--- src/rtl/bfu_pipe.sv ---
// Pipelined modular butterfly for the Dilithium NTT/INTT datapath.
// Each slot carries its own mode, so the mode can change on every cycle.
// The product comes from an external multiplier with a fixed latency.
// The item's a/b/mode ride a delay line so they line up with mul_result.
// Latency from in_valid to out_valid is MUL_LAT + 3 cycles.
module bfu_pipe #(
  parameter int DATA_W  = 23,
  parameter int PARAM_Q = 8380417,
  parameter int MUL_LAT = 8
) (
  input  logic              clk,
  input  logic              rst,
  input  logic              in_valid,
  input  logic [1:0]        mode,
  input  logic [DATA_W-1:0] a,
  input  logic [DATA_W-1:0] b,
  input  logic [DATA_W-1:0] omega,
  output logic              mul_valid,
  output logic [DATA_W-1:0] mul_opt1,
  output logic [DATA_W-1:0] mul_opt2,
  input  logic [DATA_W-1:0] mul_result,
  output logic              out_valid,
  output logic [DATA_W-1:0] a_out,
  output logic [DATA_W-1:0] b_out
);

  localparam int HALF_Q = (PARAM_Q + 1) / 2;
  localparam int STAGES = MUL_LAT + 2;

  localparam logic [DATA_W:0]   Q_X     = (DATA_W+1)'(PARAM_Q);
  localparam logic [DATA_W-1:0] HALF_QW = DATA_W'(HALF_Q);

  localparam logic [1:0] M_NTT  = 2'd0;
  localparam logic [1:0] M_INTH = 2'd1;
  localparam logic [1:0] M_PWM  = 2'd2;
  localparam logic [1:0] M_INTT = 2'd3;

  // Per-item context carried alongside the multiplier.
  typedef struct packed {
    logic [1:0]        mode;
    logic [DATA_W-1:0] a;
    logic [DATA_W-1:0] b;
  } item_t;

  // Valid bits for each stage:
  //   [0]         is the mul_* stage.
  //   [MUL_LAT]   lines up with mul_result.
  //   [MUL_LAT+1] is stage 1.
  //   [STAGES]    is the output stage.
  logic [STAGES:0] vld_pipe;
  item_t           dly [MUL_LAT+1];

  logic [DATA_W-1:0] s1_s, s1_d, s1_m;
  logic [1:0]        s1_mode;

  // Modular add.
  // The sum is formed one bit wider, so a + b can never wrap.
  function automatic logic [DATA_W-1:0] add_mod(input logic [DATA_W-1:0] x,
                                                input logic [DATA_W-1:0] y);
    logic [DATA_W:0] sum;
    sum = {1'b0, x} + {1'b0, y};
    if (sum >= Q_X) sum = sum - Q_X;
    return sum[DATA_W-1:0];
  endfunction

  // Modular subtract.
  // A negative signed difference is folded back by adding q.
  function automatic logic [DATA_W-1:0] sub_mod(input logic [DATA_W-1:0] x,
                                                input logic [DATA_W-1:0] y);
    logic signed [DATA_W:0] diff;
    diff = $signed({1'b0, x}) - $signed({1'b0, y});
    if (diff < 0) diff = diff + $signed(Q_X);
    return diff[DATA_W-1:0];
  endfunction

  // Multiply by 2^-1 mod q.
  // For an odd x, (x >> 1) + (q+1)/2 stays below q.
  function automatic logic [DATA_W-1:0] half_mod(input logic [DATA_W-1:0] x);
    return x[0] ? (x >> 1) + HALF_QW : (x >> 1);
  endfunction

  assign mul_valid = vld_pipe[0];
  assign out_valid = vld_pipe[STAGES];

  // Valid shift register. It advances unconditionally: there is no
  // backpressure, and an idle slot simply travels through as a bubble.
  always_ff @(posedge clk) begin
    if (rst) vld_pipe <= '0;
    else     vld_pipe <= {vld_pipe[STAGES-1:0], in_valid};
  end

  // Stage 0: pick the multiplier operands by mode and capture the item.
  always_ff @(posedge clk) begin
    if (rst) begin
      mul_opt1 <= '0;
      mul_opt2 <= '0;
      dly[0]   <= '0;
    end else begin
      unique case (mode)
        M_NTT:   begin mul_opt1 <= b;             mul_opt2 <= omega; end
        M_PWM:   begin mul_opt1 <= a;             mul_opt2 <= b;     end
        default: begin mul_opt1 <= sub_mod(a, b); mul_opt2 <= omega; end
      endcase
      dly[0] <= '{mode: mode, a: a, b: b};
    end
  end

  // Delay line that keeps the item context aligned with mul_result.
  always_ff @(posedge clk) begin
    if (rst) begin
      for (int k = 1; k <= MUL_LAT; k++) dly[k] <= '0;
    end else begin
      for (int k = 1; k <= MUL_LAT; k++) dly[k] <= dly[k-1];
    end
  end

  // Stage 1: form the sum and difference.
  // On a bubble slot the product is forced to 0, so garbage from the
  // multiplier never enters the datapath.
  logic [DATA_W-1:0] m_eff, y_sel;
  always_comb begin
    m_eff = vld_pipe[MUL_LAT] ? mul_result : '0;
    y_sel = (dly[MUL_LAT].mode == M_NTT) ? m_eff : dly[MUL_LAT].b;
  end

  // Stage 1 registers.
  always_ff @(posedge clk) begin
    if (rst) begin
      s1_s    <= '0;
      s1_d    <= '0;
      s1_m    <= '0;
      s1_mode <= '0;
    end else begin
      s1_s    <= add_mod(dly[MUL_LAT].a, y_sel);
      s1_d    <= sub_mod(dly[MUL_LAT].a, m_eff);
      s1_m    <= m_eff;
      s1_mode <= dly[MUL_LAT].mode;
    end
  end

  // Stage 2: per-mode output selection, including the INTT halving.
  always_ff @(posedge clk) begin
    if (rst) begin
      a_out <= '0;
      b_out <= '0;
    end else begin
      unique case (s1_mode)
        M_NTT:  begin a_out <= s1_s;           b_out <= s1_d;           end
        M_INTH: begin a_out <= half_mod(s1_s); b_out <= half_mod(s1_m); end
        M_PWM:  begin a_out <= s1_m;           b_out <= '0;             end
        M_INTT: begin a_out <= s1_s;           b_out <= s1_m;           end
        default: begin a_out <= '0;            b_out <= '0;             end
      endcase
    end
  end

endmodule

--- config.mk ---
export PLATFORM = sky130hd
export DESIGN_NAME = bfu_pipe
export DESIGN_NICKNAME = d
export VERILOG_FILES = /design/src/rtl/bfu_pipe.sv
export SDC_FILE = /design/constraint.sdc
export NUM_CORES = 1
export LEC_CHECK = 0
export ABC_AREA = 1
export BUFFER_PORTS_ARGS = -buffer_cell sky130_fd_sc_hd__buf_2
export CAP_MARGIN = 20
export CORE_AREA = 3 3 363 221
export DETAILED_ROUTE_END_ITERATION = 16
export DIE_AREA = 0 0 366 224
export GPL_TIMING_DRIVEN = 0
export MAX_ROUTING_LAYER = met4
export SYNTH_ARGS = -nofsm -noshare
export SYNTH_HDL_FRONTEND = slang
export SYNTH_SLANG_ARGS = --single-unit
--- constraint.sdc ---
create_clock -name clk -period 3.76 [get_ports clk]
set_input_delay 0.188 -clock clk [delete_from_list [all_inputs] [get_ports clk]]
set_output_delay 0.188 -clock clk [all_outputs]
set_load 0.05 [all_outputs]
# After elaboration in Yosys (flattened, before gate mapping)
# Memories as Yosys holds them, arrays and structs flattened.
# Cells that the tools add are included.
[op_classes]
n_addsub = 8
n_eq_ne = 4
magnitude_cmp = 3
bitwise = 9
n_reduce_logical = 4
mux = 23
[op_table]
columns = ["operator", "n"]
rows = [
  ["two-way mux 48 bit", 9],
  ["two-way mux 23 bit", 8],
  ["one-hot mux 23 bit (4 select lines)", 1],
  ["one-hot mux 23 bit (3 select lines)", 1],
  ["< comparator 24 x 1 -> 1 bit (second input constant)", 2],
  ["subtractor 23 x 23 -> 24 bit", 2],
  ["adder 22 x 22 -> 23 bit (second input constant)", 2],
  ["adder 23 x 14 -> 23 bit (second input constant)", 2],
  ["one-hot mux 23 bit (2 select lines)", 1],
  ["adder 23 x 23 -> 24 bit", 1],
  [">= comparator 24 x 23 -> 1 bit (second input constant)", 1],
  ["subtractor 23 bit (second input constant)", 1],
  ["bitwise OR 1 bit", 9],
  ["equality test 2 bit (second input constant)", 3],
  ["zero test 2 bit", 3],
  ["two-way mux 1 bit", 3],
  ["equality test 2 x 1 -> 1 bit (second input constant)", 1],
  ["OR reduction 2 bit", 1],
]
[totals]
output_inout_bits = 94
word_cells = 61
n_memories = 1
ram_bits = 432
ff_bits = 174
[memory_table]
columns = ["memory", "words", "word_bits", "read_ports", "rd_clocked_by_memory_dff", "wr", "line_no", "rtl"]
rows = [
  ["dly", 9, 48, 9, 0, 9, "51", "item_t dly [MUL_LAT+1];"],
]

# Longest topological paths before layout
# Gate-level depths: netlist (run 1).
# An unclocked memory read counts as a cell.
[logic_depth]
depth_word = 6
mapped_depth = 25
depth_no_buf = 24

# Worst setup path before layout (run 1)
# OpenSTA, ideal clock, no wires.
[synth_timing]
kind = "reg-to-reg"
startpoint = "register vld_pipe[8]"
endpoint = "register s1_s[21]"
n_path_buf = 2
setup_ns = 0.114
t_required_ns = 3.646
stages_incl_launch_ff = 24
arrival_time_ns = 3.017
path_slack_ns = 0.629
cell_sequence = "dfxtp_1 clkbuf_1 nand2_1 a21oi_1 ha_1 inv_1 fa_1 inv_1 nand3_1 nand2_1 nand2_1 nand2_1 nand2_1 nand2_1 nand2_1 nand2_2 nand3_2 nor2_4 nand3_4 nand2_4 buf_6 nand2_2 nor2_1 nor2_2"
[synth_between]
elab_chain_cells = 5
word_cells_on_any_way = 6
[synth_rtl]
columns = ["element", "line_no", "rtl"]
rows = [
  ["start: declaration", "50", "logic [STAGES:0] vld_pipe;"],
  ["start signal: assignment", "89", "else vld_pipe <= {vld_pipe[STAGES-1:0], in_valid};"],
  ["two-way mux 23 bit (*)", "122", "m_eff = vld_pipe[MUL_LAT] ? mul_result : '0;"],
  ["two-way mux 23 bit (*)", "123", "y_sel = (dly[MUL_LAT].mode == M_NTT) ? m_eff : dly[MUL_LAT].b;"],
  ["adder 23 x 23 -> 24 bit (*)", "61", "sum = {1'b0, x} + {1'b0, y};"],
  ["subtractor 23 bit / >= comparator 24 x 23 -> 1 bit (equally long branches)", "62", "if (sum >= Q_X) sum = sum - Q_X;"],
  ["two-way mux 23 bit (*)", "62", ""],
  ["end signal: assignment", "134", "s1_s <= add_mod(dly[MUL_LAT].a, y_sel);"],
  ["end: declaration", "53", "logic [DATA_W-1:0] s1_s, s1_d, s1_m;"],
]
# Every way passes the cells marked *; elsewhere a longest branch is shown, timed or not.
# A chain may end at the register's enable or synchronous reset.

==> results.toml, run 1 <==
[status]
status = "completed"

[synth]
synth_fp_nets = 3722
synth-xor-area-share_pct = 1.06
synth_ff_type = "dfxtp_1"
synth_compound_area_share_pct = 9.48
synth_simple_gate_area_share_pct = 24.9
yosysUniqueCellTypes = 49
synth.area.mux_share_pct = 0
synth_area_leaders = "dfxtp_1 (48%), inv_1 (11%), nor2_1 (10%)"
synth_top_family_by_area = "simple AND/OR/NAND/NOR gates"
synth-adder-area-share_pct = 4.33
yosysTopAreaCellShare_pct = 47.8
synth_top_area_cell = "dfxtp_1"
yosys_warnings = 0
ys_async_sr_fraction_pct = 0
ys_ff_latch = 606
synth_area_um2 = 25400
syn_avg_cell_area_um2 = 7.17
syn_inst = 3539
synth-edff-count = 0
yosysSeqAreaShare_pct = 47.8

[critical_path]
cpMaxStageDelayCell = "ha_2"
worst-path-max-fanout = 10
crit_family = "simple AND/OR/NAND/NOR gates"
crit_path_end_kind = "register"
timing.rr.start = "dly[0][430]"
path_buf_inv = 2
path_cells = "nor2_4, buf_4, a21oi_1, ha_2, a21oi_2, o21ai_0, a21oi_1, nand3_1, nand2_1, nand2_2, nand2_1, nor2_4, nand3_4, nand2_4, buf_4, nand2_1, a21oi_1"
cp_data_required_time_ns = 4.27
critPathKind = "register to register"
critical_path.max_stage_delay_ns = 0.47
startpoint = "dly[0][430]"
start_kind = "register"
cp_data_arrival_time_ns = 4.08

[clock_tree]
cts_sinks = 606
clk_pin_slew_ns = 0.06
root_buffer = "clkbuf_16"
cts_buffers = 57
cts_tree = "done"
htreeDepth = 2
clk_latency_ns = 0.64
cts_buffer_depth = 3

[pwr]
p_int_mw = 10.5
clkPwrFrac_pct = 44.3
leakage_nw = 14.2
switching_share_pct = 24.8
p_switching_mw = 3.47
ir_drop_mv = 0.438
share_comb_of_total_power_pct = 8.6
cellPowerDensity_nw_per_um2 = 449
seqPwrFrac_pct = 47.1

[min_path]
min-delay-start = "mul_result[6]"
hold_path_class = "input port to register"

[die]
num_rows = 79
start_util_pct = 32.8
die-area_um2 = 82000
die_h_um = 224
die_w_um = 366
io_pins = 191
core_um2 = 77300

[grt]
grt_max_degree = 17
antenna_found_initial = 5
grt_usage_pct = 20.1
grt_pass1_vias = 21411
grt_pass1_wl_mm = 123
overflow = 0

[timing]
finalSetupTns_ns = 0
worst_slew_pin_slew_ns = 1.15
fin_crit_sh_pct = 95.1
fmax_mhz = 280
setup_viol = 0
hold_ws_ns = 0.0390
maxSlewViolCount = 0
finalHoldViolations = 0
min_period_ns = 3.57
skew_ns = 0.0504
fin_ws_ns = 0.185
slew-limit-headroom_pct = 23.5

[detailed_routing]
wire_per_inst_um = 16.3
met2_wirelength_mm = 30.1
remaining_drc_errors = 0
ant_nets = 0
m1WireLength_mm = 41.3
via_per_inst = 4.64
drt_pass1_iterations = 6
drt-initial-drc-count = 2346
wirelength_mm = 81.7
met3WireLength_mm = 8.88
top_layer = "met4"
vias = 23234

[place]
gp_congestion = 0.997
placed_cells = 4781
dpl_worst_slack_ns = -0.397
io_buffers = 188
hpwlAfterDp_mm = 64.4

[final_layout]
mostFrequentLayoutCell = "inv_1"
drive_above_1_share_pct = 10.3
ff_latch_area_um2 = 12100
final_cell_mix = "inv_1 (717), nor2_1 (681), dfxtp_1 (604)"
area_growth_pct = 22.7
n_fill_cell = 8130
fin_util_pct = 40.3
final_cells = 5011
nets = 4088
multiInputGateArea_um2 = 10300

[run]
drv_cap = 0
state kept, by name, summed over array words and instances (netlist names), 23 cells and up:
name,count
dly,432
mul_opt1,23
mul_opt2,23
a_out,23
s1_d,23
b_out,23
s1_s,23
s1_m,23
layout make-up:
type                    instances  area share [%]
diodes                          4          0.0321
flip-flops and latches        606            39.0
repair buffers                307            6.81
multi-input cells            2099            33.2
inverters                     728            8.79
well taps                    1053            4.23
clock buffers                  73            5.00
plain buffers                 106            1.45
clock inverters                35            1.56
path summary, 6_finish.rpt:
| check | endpoint | slack, ns | cells past startpoint |
|---|---|---|---|
| setup reg to reg | s1_s[16] | 0.19 | 17 |
| hold / removal | s1_m[6] | 0.04 | 3 |
| setup / recovery | s1_s[16] | 0.19 | 17 |
| hold reg to reg | dly[0][314] | 0.39 | 2 |
what timing repair did:
item	CTS	global route
setup buffers	0	11
pin swaps	0	5
hold buffers	97	10
resized for setup	17	76
setup endpoints to repair	29	32
hold endpoints to repair	87	10
tightest hold or removal path: stages:
cell and delay [ns]:
buf_2 0.07, nand2_1 0.19, nor2_1 0.14
cells by family (layout without fill, tap and decap cells):
logic type      after synthesis  after routing
xor+xnor                     30             30
flops                       606            606
other cells                   0              4
buf+inv                     834           1249
compound gates              449            449
simple gates               1534           1534
fa+ha+maj                    86             86
cells in the mapped netlist (9+ instances only):
cell type  instances
o22ai_1            9
xor2_1            20
nand2_1          551
o21ai_0          144
clkbuf_1          95
nor3_1            38
a31oi_1            9
nand3_1          157
nand3b_1          23
a22oi_1           14
dfxtp_1          606
a21oi_1          235
nor2_2             9
nand4_1           39
nor2_1           689
inv_1            718
ha_1              83
xnor2_1            9
power groups by stage:
stage / Sequential [mW] / Combinational (mW) / Clock [mW]
final: 6.59 / 1.20 / 6.19
after global routing: 6.60 / 1.31 / 6.58
after CTS: 6.59 / 1.17 / 6.33
after detailed placement: 6.73 / 1.08 / 0
after global placement: 6.73 / 1.08 / 0
after floorplan: 6.90 / 0.546 / 0
metal layers:
layer	up-vias	global-route usage [%]
li1	11572	-
met1	10641	30.4
met2	912	26.5
met3	109	4.86
met4	0	3.69
met5	-	-
through the flow:
step	cell area [µm²]	power, mW
floorplan	25400	7.44
global placement	27600	7.81
detailed placement	27700	7.82
CTS	30700	14.1
global route	31100	14.5
finish	31100	14.0
Power figures use the tool's default switching activity.
==> run 2, diff against run 1 <==
Settings changed: BUFFER_PORTS_ARGS -buffer_cell sky130_fd_sc_hd__buf_2 to not set, DONT_BUFFER_PORTS set to 1.
==> results.toml, run 2 (synthesized netlist as in run 1, its figures left out) <==
[critical_path]
critical_path.max_stage_delay_ns = 0.54
cpMaxStageDelayCell = "ha_1"
start_kind = "register"
crit_family = "simple AND/OR/NAND/NOR gates"
crit_path_frequent_cell = "nand2_1"
crit_path_end_kind = "register"
cp_data_arrival_time_ns = 4.08
path_cells = "buf_6, nand2_1, a21oi_1, ha_1, nand2_2, nor2_2, inv_2, nor2_2, nand4_1, nand3_1, nand2_1, nand2_2, nand2_1, nor2_4, nand3_4, nand2_4, buf_4, nand2_1, a21oi_1"
cp_data_required_time_ns = 4.29
worst-path-max-fanout = 10
critPathKind = "register to register"
path_buf_inv = 3

[timing]
skew_ns = 0.0316
worst_slew_pin_slew_ns = 1.05
fin_crit_sh_pct = 94.3
fin_ws_ns = 0.213
min_period_ns = 3.55
fmax_mhz = 282
hold_ws_ns = 0.0902
finalSetupTns_ns = 0
finalHoldViolations = 0
setup_viol = 0
slew-limit-headroom_pct = 30.0
maxSlewViolCount = 0

[place]
gp_congestion = 0.993
placed_cells = 4594
hpwlAfterDp_mm = 63.9
io_buffers = 0
dpl_worst_slack_ns = -0.466
placed_area_um2 = 26700

[min_path]
hold_path_class = "input port to register"

[pwr]
clkPwrFrac_pct = 42.4
power.total_mw = 13.4
p_switching_mw = 3.35
switching_share_pct = 25.1
share_comb_of_total_power_pct = 6.9
cellPowerDensity_nw_per_um2 = 446
ir_drop_mv = 0.358
p_int_mw = 10.0
leakage_nw = 13.3
seqPwrFrac_pct = 50.7

[detailed_routing]
ant_nets = 0
via_per_inst = 4.64
wirelength_mm = 81.0
vias = 22361
drt-initial-drc-count = 1977
drt_pass1_iterations = 6
wire_per_inst_um = 16.8
remaining_drc_errors = 0

[clock_tree]
root_buffer = "clkbuf_16"
cts_sinks = 606
cts_buffers = 57
clk_pin_slew_ns = 0.06
clk_latency_ns = 0.63
cts_buffer_depth = 3
cts_tree = "done"
htreeDepth = 2

[grt]
grt_max_degree = 17
grt_pass1_wl_mm = 123
overflow = 0
antenna_found_initial = 2
grt_usage_pct = 20.1
grt_pass1_vias = 20841

[die]
core_um2 = 77300
start_util_pct = 32.8
num_rows = 79
die-area_um2 = 82000
die_w_um = 366
io_pins = 191
die_h_um = 224

[final_layout]
largest_reg_flops = 432
fin_util_pct = 38.7
top_register = "dly"
mostFrequentLayoutCell = "inv_1"
final_cells = 4815
area_growth_pct = 17.9
drive_above_1_share_pct = 5.06
design_area_um2 = 29900
nets = 3900
final_cell_mix = "inv_1 (718), nor2_1 (682), dfxtp_1 (604)"

[run]
drv_cap = 0

[status]
status = "completed"
run 2: worst register-to-register path, delay by kind of cell, from the launching register on:
kind            cells  cell delay [ns]
simple gates       13             1.79
buf+inv             3             0.42
flops               1             0.39
fa+ha+maj           1             0.54
compound gates      2             0.32
run 2: routing by layer:
layer  global-route usage, %  up-vias  part of all wire [%]
met5                       -        -                     0
met4                    4.53        0                   1.9
met3                    7.22       97                    11
met2                    26.0      865                    37
met1                    29.2    10214                    50
li1                        -    11185                     -
run 2: what timing repair did:
action,4_1_cts,5_1_grt
resized for setup,17,52
pin swaps,0,3
setup buffers,0,5
gates cloned,0,1
endpoints found under the setup margin,29,37
hold buffers,111,0
hold endpoints to repair,115,0
run 2: layout make-up:
type	count	area (µm²)
flip-flops and latches	606	12100
multi-input cells	2100	10300
repair buffers	118	1190
well taps	1053	1320
fillers	8102	47400
diodes	4	10.0
clock inverters	20	223
plain buffers	106	447
clock buffers	80	1610
inverters	728	2730
run 2: power by group through the flow:
stage	Combinational, mW	Clock (mW)	Sequential, mW
after detailed placement	0.801	0	6.92
after CTS	0.906	5.79	6.78
after floorplan	0.546	0	6.90
final	0.926	5.66	6.77
after global routing	1.03	6.06	6.78
after global placement	0.792	0	6.92
run 2: path summary, 6_finish.rpt:
path                        to  cells past startpoint  slack, ns         from
setup reg to reg      s1_s[16]                     19       0.21  vld_pipe[8]
setup / recovery      s1_s[16]                     19       0.21  vld_pipe[8]
hold / removal    mul_opt2[14]                      2       0.09    omega[14]
hold reg to reg    dly[0][394]                      2       0.38  dly[0][346]
